<file path="src/rtl/admo_muldiv.sv">
// Iterative RV32M multiply/divide unit: one result bit per cycle, shift-add multiply
// and restoring divide on a shared 2*XLEN accumulator, sign fix-up in a final cycle.
module admo_muldiv #(
    parameter int XLEN = 32
) (
    input  logic            clk,
    input  logic            rst,
    input  logic            md_valid,
    output logic            md_ready,
    input  logic [2:0]      md_op,
    input  logic [XLEN-1:0] md_a,
    input  logic [XLEN-1:0] md_b,
    input  logic            md_kill,
    output logic            md_done,
    output logic [XLEN-1:0] md_res
);

    localparam int CW = $clog2(XLEN);
    localparam logic [CW-1:0]   CNT_LAST = CW'(XLEN - 1);
    localparam logic [XLEN-1:0] INT_MIN  = {1'b1, {(XLEN-1){1'b0}}};

    typedef enum logic [1:0] {IDLE, CALC, FIX, DONE} state_t;

    state_t              state_q;
    logic [CW-1:0]       cnt_q;
    logic [2:0]          op_q;
    logic [XLEN-1:0]     b_q;
    logic [2*XLEN-1:0]   acc_q;
    logic                neg_q;
    logic [XLEN-1:0]     res_q;
    logic                done_q;

    logic                a_signed, b_signed, a_neg, b_neg, sign_d;
    logic [XLEN-1:0]     a_mag, b_mag;
    logic                div_zero, div_ovf, special;
    logic [XLEN-1:0]     special_res;
    logic [XLEN:0]       mul_sum, div_trial;
    logic [2*XLEN-1:0]   acc_d;
    logic [2*XLEN-1:0]   prod_fix;
    logic [XLEN-1:0]     quot_fix, rem_fix, fix_res_d;

    // Operand conditioning at issue time
    always_comb begin
        a_signed    = (md_op == 3'd0) || (md_op == 3'd1) || (md_op == 3'd2) ||
                      (md_op == 3'd4) || (md_op == 3'd6);
        b_signed    = (md_op == 3'd0) || (md_op == 3'd1) ||
                      (md_op == 3'd4) || (md_op == 3'd6);
        a_neg       = a_signed && md_a[XLEN-1];
        b_neg       = b_signed && md_b[XLEN-1];
        a_mag       = a_neg ? (~md_a + 1'b1) : md_a;
        b_mag       = b_neg ? (~md_b + 1'b1) : md_b;
        // Remainder takes the dividend's sign; everything else the product of signs.
        sign_d      = (md_op[2] && md_op[1]) ? a_neg : (a_neg ^ b_neg);
        div_zero    = md_op[2] && (md_b == '0);
        div_ovf     = ((md_op == 3'd4) || (md_op == 3'd6)) &&
                      (md_a == INT_MIN) && (md_b == '1);
        special     = div_zero || div_ovf;
        special_res = '0;
        if (div_zero) begin
            special_res = md_op[1] ? md_a : '1;
        end else if (div_ovf) begin
            special_res = md_op[1] ? '0 : md_a;
        end
    end

    // One iteration: multiplier/dividend bits are consumed from the low half.
    always_comb begin
        mul_sum   = {1'b0, acc_q[2*XLEN-1:XLEN]} + (acc_q[0] ? {1'b0, b_q} : '0);
        div_trial = acc_q[2*XLEN-1:XLEN-1] - {1'b0, b_q};
        if (op_q[2]) begin
            acc_d = div_trial[XLEN] ? {acc_q[2*XLEN-2:0], 1'b0}
                                    : {div_trial[XLEN-1:0], acc_q[XLEN-2:0], 1'b1};
        end else begin
            acc_d = {mul_sum, acc_q[XLEN-1:1]};
        end
    end

    always_comb begin
        prod_fix  = neg_q ? (~acc_q + 1'b1) : acc_q;
        quot_fix  = neg_q ? (~acc_q[XLEN-1:0] + 1'b1) : acc_q[XLEN-1:0];
        rem_fix   = neg_q ? (~acc_q[2*XLEN-1:XLEN] + 1'b1) : acc_q[2*XLEN-1:XLEN];
        fix_res_d = '0;
        case (op_q)
            3'd0:         fix_res_d = prod_fix[XLEN-1:0];
            3'd1, 3'd2,
            3'd3:         fix_res_d = prod_fix[2*XLEN-1:XLEN];
            3'd4, 3'd5:   fix_res_d = quot_fix;
            default:      fix_res_d = rem_fix;
        endcase
    end

    always_ff @(posedge clk) begin
        if (rst) begin
            state_q <= IDLE;
            cnt_q   <= '0;
            op_q    <= '0;
            b_q     <= '0;
            acc_q   <= '0;
            neg_q   <= 1'b0;
            res_q   <= '0;
            done_q  <= 1'b0;
        end else begin
            done_q <= 1'b0;
            case (state_q)
                IDLE: begin
                    if (md_valid && !md_kill) begin
                        op_q  <= md_op;
                        b_q   <= b_mag;
                        acc_q <= {{XLEN{1'b0}}, a_mag};
                        neg_q <= sign_d;
                        cnt_q <= '0;
                        if (special) begin
                            res_q   <= special_res;
                            done_q  <= 1'b1;
                            state_q <= DONE;
                        end else begin
                            state_q <= CALC;
                        end
                    end
                end
                CALC: begin
                    if (md_kill) begin
                        state_q <= IDLE;
                        cnt_q   <= '0;
                    end else begin
                        acc_q <= acc_d;
                        if (cnt_q == CNT_LAST) begin
                            cnt_q   <= '0;
                            state_q <= FIX;
                        end else begin
                            cnt_q <= cnt_q + 1'b1;
                        end
                    end
                end
                FIX: begin
                    if (md_kill) begin
                        state_q <= IDLE;
                    end else begin
                        res_q   <= fix_res_d;
                        done_q  <= 1'b1;
                        state_q <= DONE;
                    end
                end
                default: begin
                    state_q <= IDLE;
                end
            endcase
        end
    end

    assign md_ready = (state_q == IDLE);
    assign md_done  = done_q;
    assign md_res   = res_q;

endmodule

</file>
<file path="config.mk">
export PLATFORM = sky130hd
export DESIGN_NAME = admo_muldiv
export DESIGN_NICKNAME = d
export VERILOG_FILES = /design/src/rtl/admo_muldiv.sv
export SDC_FILE = /design/constraint.sdc
export NUM_CORES = 1
export LEC_CHECK = 0
export ABC_CLOCK_PERIOD_IN_PS = 4800
export CAP_MARGIN = 20
export CORE_MARGIN = 10
export CORE_UTILIZATION = 60
export CTS_CLUSTER_DIAMETER = 100
export DETAILED_ROUTE_END_ITERATION = 8
export PLACE_DENSITY = 0.85
export REMOVE_ABC_BUFFERS = 1
export SLEW_MARGIN = 25
export SYNTH_ARGS = -nofsm -noshare
export SYNTH_HDL_FRONTEND = slang
export SYNTH_SLANG_ARGS = --single-unit
</file>
<file path="constraint.sdc">
create_clock -name clk -period 4.8 [get_ports clk]
set_input_delay 1.2 -clock clk [delete_from_list [all_inputs] [get_ports clk]]
set_output_delay 1.2 -clock clk [all_outputs]
set_load 0.03 [all_outputs]
</file>
==> impl_metrics.toml, run 1 <==
[global_route]
antenna_found_initial = 1
grt_pass1_wl_um = 77400
grt_overflow = 0
grt_pass1_vias = 14500
track_usage_pct = 32.7
largest_net_degree_at_the_start_of_global_routing = 97

[synthesis]
synth-edff-count = 0
postSynthAreaPerCell_sq_um = 7.12
synthesis.instances = 1927
synth.cells.most_frequent = "233 x nor2_1, 171 x nand2_1, 155 x o21ai_0, 140 x dfxtp_1, 137 x a21oi_1"
synth.lib_cells_used.distinct = 78
most_used_standard_cell_by_instance_count_after_synthesis = "nor2_1"
ys_seq_area_share_pct = 20.4
synthDominantAreaCellType = "dfxtp_1"
post-synth-top-area-fraction_pct = 20.4
syn-cell-area_sq_mm = 0.0137
yosysWarnings = 0
yosys_register_bits = 140
yosys_most_used_dff = "dfxtp_1"
netlist_top_cells_area = "dfxtp_1 20%, ha_1 6.5%, nor2_1 6.4%"
synth-async-reset-ratio_pct = 0

[placed_design]
post-place-ws_ns = 0.0284
detailed_place.area_sq_mm = 0.0150
port_buffers = 104
routabilityCongestion = 1.03
dp.final_hpwl_um = 36800

[die]
die_height_um = 171
top_level_ports = 105
core_area_sq_mm = 0.0226
initial_utilization_pct = 60.8
placement_rows = 55
die_area_sq_mm = 0.0293
dieWidth_um = 171

[run_status]
run_status = "finished clean"

[min_path]
hold_path.startpoint = "b_q[31]$_SDFFE_PP0P_"
min-delay-path-class = "flip-flop to flip-flop"
holdPathEnd = "b_q[31]$_SDFFE_PP0P_"
worstHoldPathCells = 2

[sta]
rsz0062_at_grt = "false"
fin_skew_ns = 0.0132
timing.final.crit_share_pct = 92.7
slew-limit-headroom_pct = 30.0
timing_max_transition_violations_final = 0
max_slew.worst_pin.slew_ns = 1.05
max_clock_freq_mhz = 225
fin_crit_ns = 4.45
setup_viol = 0
setup_ws_ns = 0.352
hold_viol_final = 0

[worst_setup_path]
cp.arrival_ns = 4.74
critical_path.max_fanout = 10
worst-r2r-cell-count = 12
crit_path_end_kind = "flip-flop"
reg2reg_to = "acc_q[59]$_SDFFE_PP0P_"
critPathLaunchType = "input port"
worst-endpoint-required_ns = 5.09
setup.reg_to_reg.worst_slack_ns = 0.88
timing.setup.critical_path_class = "input port to flip-flop"
timing.rr.start = "acc_q[0]$_SDFFE_PP0P_"

[clock_network]
cts_buffers = 17
clock_pin_slew_on_the_worst_setup_and_hold_paths_ns = 0.07
cts_htree_levels = 4
holdBufCountCts = 0
cts_tree = "built"
cts.repair.resized = 0
worstSkewPairLatency_ns = 0.44
clock_tree_buffer_depth = 2
cts_setup_buffers = 0
clock_sinks = 140
cts_root_buffer = "clkbuf_16"

[layout]
final_layout_size_suffix_gt1_share_pct = 6.13
layout.nets = 2106
final_area_sq_mm = 0.0157
register_area_sq_mm = 0.00281
layout_overhead_on_the_synthesized_area_pct = 14.2
fillCellCount = 1916
multi_input_area_sq_mm = 0.0102

[power]
power.leakage_nw = 5.78
power-per-cell-area_mw_per_mm2 = 237
irDropWorstVdd_uv = 220

[drt]
route.vias.total = 15400
wl_per_cell_um = 21.9
antenna_left = 0
drc = 0
drt-vias-per-instance = 6.84
number_of_optimization_iterations_in_the_first_detailed_route_pass = 6
drt_iter0_markers = 1835
routed_wl_um = 49400

[job]
max-cap-violations = 0
-- routing by layer --
metal	part of all wire [%]	routed length (um)	global-route usage, %	up-vias
met4	5.2	2580	16.4	0
met5	0	0	0	-
met1	39	19200	39.9	7147
li1	-	-	-	7167
met2	46	22800	54.3	932
met3	9.7	4780	5.71	195
-- cell usage in the layout, fill, tap and decap left out, types with 5 or more instances in the layout --
cell type / instances
o21a_1: 21
or2_2: 10
a31oi_1: 18
xnor2_1: 85
or4_1: 16
a21oi_1: 137
a21o_1: 28
a221oi_1: 5
nor4_1: 19
nor3_1: 74
a22oi_1: 22
bufinv_16: 5
o21bai_1: 8
a211oi_1: 53
buf_4: 49
o21ai_0: 155
o41ai_1: 19
o31ai_1: 43
clkdlybuf4s50_1: 103
dfxtp_1: 138
xor2_1: 73
a311oi_1: 17
inv_1: 54
ha_1: 71
o221ai_1: 11
nand3_1: 32
nor2b_1: 5
o211a_1: 5
o211ai_1: 43
or3_1: 29
o22ai_1: 13
nand2b_1: 22
clkbuf_16: 17
nor2_1: 231
mux2i_1: 50
and3_1: 5
nand4_1: 22
nand2_1: 171
and2_1: 9
-- how the worst max path moves through the flow --
stage	startpoint	end	slack, ns
5_1_grt	md_a[25]	md_res[16]$_SDFFE_PP0P_	0.25
2_1_floorplan	md_b[0]	md_res[26]$_SDFFE_PP0P_	-0.37
6_report	md_a[25]	md_res[22]$_SDFFE_PP0P_	0.35
4_1_cts	md_a[25]	md_res[6]$_SDFFE_PP0P_	0.48
3_5_place_dp	md_a[25]	md_res[6]$_SDFFE_PP0P_	0.03
3_3_place_gp	md_a[25]	md_res[11]$_SDFFE_PP0P_	0.03
-- registers in the layout (all words and copies together), names as in the netlist --
signal and flops:
acc_q 64, b_q 32, md_res 32, cnt_q 5, op_q 3, state_q 2
md_done 1, neg_q 1
-- report_power, final --
part	internal (mW)	switching, mW
Clock	0.923	0.587
Combinational	0.357	0.584
Sequential	1.20	0.0604
-- metrics by stage --
stage	setup TNS, ns	hold WS [ns]	instances	power [mW]	util, %
CTS	0	0.467	2258	3.68	69.4
finish	0	0.468	2259	3.71	69.4
floorplan	-7.70	0.426	1788	1.86	-
detailed placement	0	0.457	2228	2.20	66.5
global route	0	0.503	2258	3.84	69.4
global placement	0	0.445	2228	2.18	66.5
-- layout make-up --
| cell class | count | share of cell area (%) |
|---|---|---|
| Clock inverter | 13 | 1.38 |
| Clock buffer | 17 | 2.72 |
| Timing Repair Buffer | 155 | 9.26 |
| Multi-Input combinational cell | 1594 | 65.2 |
| Inverter | 54 | 1.29 |
| Sequential cell | 140 | 17.9 |
| Tap cell | 285 | 2.28 |
| Antenna cell | 1 | 0.0160 |
-- critical path, cell delays in order --
cell and delay (ns):
clkdlybuf4s50_1 0.55, or4_1 0.56, or4_1 0.63, nand4b_1 0.49
o21bai_1 0.25, a21oi_1 0.10, nand2b_1 0.36, buf_4 0.27
nor3_1 0.24, nor3_1 0.08
-- kinds of logic (layout without fill, tap and decap cells) --
family          Yosys count  count (layout)  share of synthesized area [%]
compound gates          640             640                           30.5
xor+xnor                158             158                           10.1
flops                   140             140                           20.4
simple gates            673             673                           23.1
other cells               0               1                              0
mux                      50              50                           3.65
fa+ha+maj                73              73                           6.77
buf+inv                 193             239                           5.49
(Power assumes the default switching activity.)
==> inputs of run 2 (changes only) <==
- SLEW_MARGIN: 25 -> 20
==> impl_metrics.toml, run 2 (same netlist as run 1, synthesis figures left out) <==
[clock_network]
cts_root_buffer = "clkbuf_16"
cts_htree_levels = 4
clock_pin_slew_on_the_worst_setup_and_hold_paths_ns = 0.07
cts_setup_buffers = 0
cts_tree = "built"
holdBufCountCts = 0
clock_sinks = 140
cts_buffers = 17
cts.repair.resized = 0
worstSkewPairLatency_ns = 0.45
clock_tree_buffer_depth = 2

[worst_setup_path]
crit_path_end = "md_res[22]$_SDFFE_PP0P_"
critPathLaunchType = "input port"
setup.reg_to_reg.worst_slack_ns = 0.94
cp.arrival_ns = 4.72
worst-r2r-cell-count = 12
reg2reg_to = "acc_q[59]$_SDFFE_PP0P_"
launch_point_of_the_critical_path = "md_a[25]"
timing.rr.start = "acc_q[0]$_SDFFE_PP0P_"
timing.setup.critical_path_class = "input port to flip-flop"
crit_path_end_kind = "flip-flop"
worst-endpoint-required_ns = 5.08
critical_path.max_fanout = 10

[sta]
setup_tns_ns = 0
timing.final.crit_share_pct = 92.5
setup_viol = 0
max_clock_freq_mhz = 225
timing_max_transition_violations_final = 0
fin_skew_ns = 0.0128
hold_viol_final = 0
fin_crit_ns = 4.44
max_slew.worst_pin.slew_ns = 1.11
slew-limit-headroom_pct = 26.0
rsz0062_at_grt = "false"

[global_route]
grt.met2_usage_pct = 54.3
grt_pass1_vias = 14500
global_route.usage.met1_pct = 39.9
largest_net_degree_at_the_start_of_global_routing = 97
groute.layer.met3.usage_pct = 5.71
track_usage_pct = 32.7
grt_pass1_wl_um = 77400
grt_peak_use_layer = "met2"
grt_overflow = 0
antenna_found_initial = 1

[power]
post-layout-total-power_mw = 3.72
power-per-cell-area_mw_per_mm2 = 237
power.leakage_nw = 5.77
irDropWorstVdd_uv = 220

[drt]
drt_iter0_markers = 1757
antenna_left = 0
drt-vias-per-instance = 6.87
number_of_optimization_iterations_in_the_first_detailed_route_pass = 7
drc = 0
routed_wl_um = 49500
wl_per_cell_um = 21.9
route.vias.total = 15500

[die]
top_level_ports = 105
initial_utilization_pct = 60.8
die_height_um = 171
die_area_sq_mm = 0.0293
dieWidth_um = 171
core_area_sq_mm = 0.0226
placement_rows = 55

[layout]
fillCellCount = 1915
largest_register_ff_count = 64
final_layout_size_suffix_gt1_share_pct = 6.08
layout_overhead_on_the_synthesized_area_pct = 14.1
mostFrequentLayoutCell = "nor2_1"
post-route-util_pct = 69.4
layout_common_cells = "231 x nor2_1, 171 x nand2_1, 155 x o21ai_0"
top_register = "acc_q"
layout.nets = 2106

[job]
max-cap-violations = 0

[min_path]
min-delay-path-class = "flip-flop to flip-flop"

[placed_design]
routabilityCongestion = 1.03
port_buffers = 104
dp.final_hpwl_um = 36800

[run_status]
run_status = "finished clean"
-- run 2: worst min path at each step --
| stage | from | endpoint | slack (ns) | depth (start not counted) |
|---|---|---|---|---|
| 2_1_floorplan | b_q[31]$_SDFFE_PP0P_ | b_q[31]$_SDFFE_PP0P_ | 0.43 | 2 |
| 3_3_place_gp | b_q[31]$_SDFFE_PP0P_ | b_q[31]$_SDFFE_PP0P_ | 0.44 | 2 |
| 3_5_place_dp | b_q[31]$_SDFFE_PP0P_ | b_q[31]$_SDFFE_PP0P_ | 0.46 | 2 |
| 4_1_cts | b_q[31]$_SDFFE_PP0P_ | b_q[31]$_SDFFE_PP0P_ | 0.47 | 2 |
| 5_1_grt | cnt_q[4]$_SDFFE_PP0P_ | cnt_q[4]$_SDFFE_PP0P_ | 0.50 | 2 |
| 6_report | b_q[31]$_SDFFE_PP0P_ | b_q[31]$_SDFFE_PP0P_ | 0.47 | 2 |
-- run 2: where the power goes --
| group | internal, mW | switching [mW] | total, mW | leakage, nW |
|---|---|---|---|---|
| Combinational | 0.356 | 0.582 | 0.938 | 4.33 |
| Clock | 0.923 | 0.591 | 1.51 | 0.302 |
| Sequential | 1.20 | 0.0605 | 1.26 | 1.14 |
| Total | 2.48 | 1.23 | 3.72 | 5.77 |
-- run 2: layout make-up --
type	count	area (sq um)	area share, %
Clock buffer	17	425	2.72
Timing Repair Buffer	155	1450	9.24
Tap cell	285	357	2.28
Antenna cell	1	2.50	0.0160
Sequential cell	140	2810	17.9
Inverter	54	203	1.29
Multi-Input combinational cell	1594	10200	65.2
Clock inverter	13	216	1.38
-- run 2: worst max-delay path: stages --
cell and delay (ns):
clkdlybuf4s50_1 0.55, or4_1 0.56, or4_1 0.62, nand4b_1 0.47, o21bai_1 0.25, a21oi_1 0.10, nand2b_1 0.36, buf_4 0.27
nor3_1 0.24, nor3_1 0.08
-- run 2: metal layers --
layer,routed length [um],vias up
met5,0,-
met4,2470,0
met3,4790,197
met2,22900,938
met1,19300,7188
li1,-,7188
-- run 2: stage by stage --
stage	hold slack, ns	area [sq um]	setup slack, ns	cells
after floorplan	0.426	13200	-0.370	1788
after global placement	0.445	15000	0.0327	2228
after detailed placement	0.457	15000	0.0284	2228
after CTS	0.467	15700	0.477	2258
after global routing	0.503	15700	0.237	2258
final	0.472	15700	0.362	2259
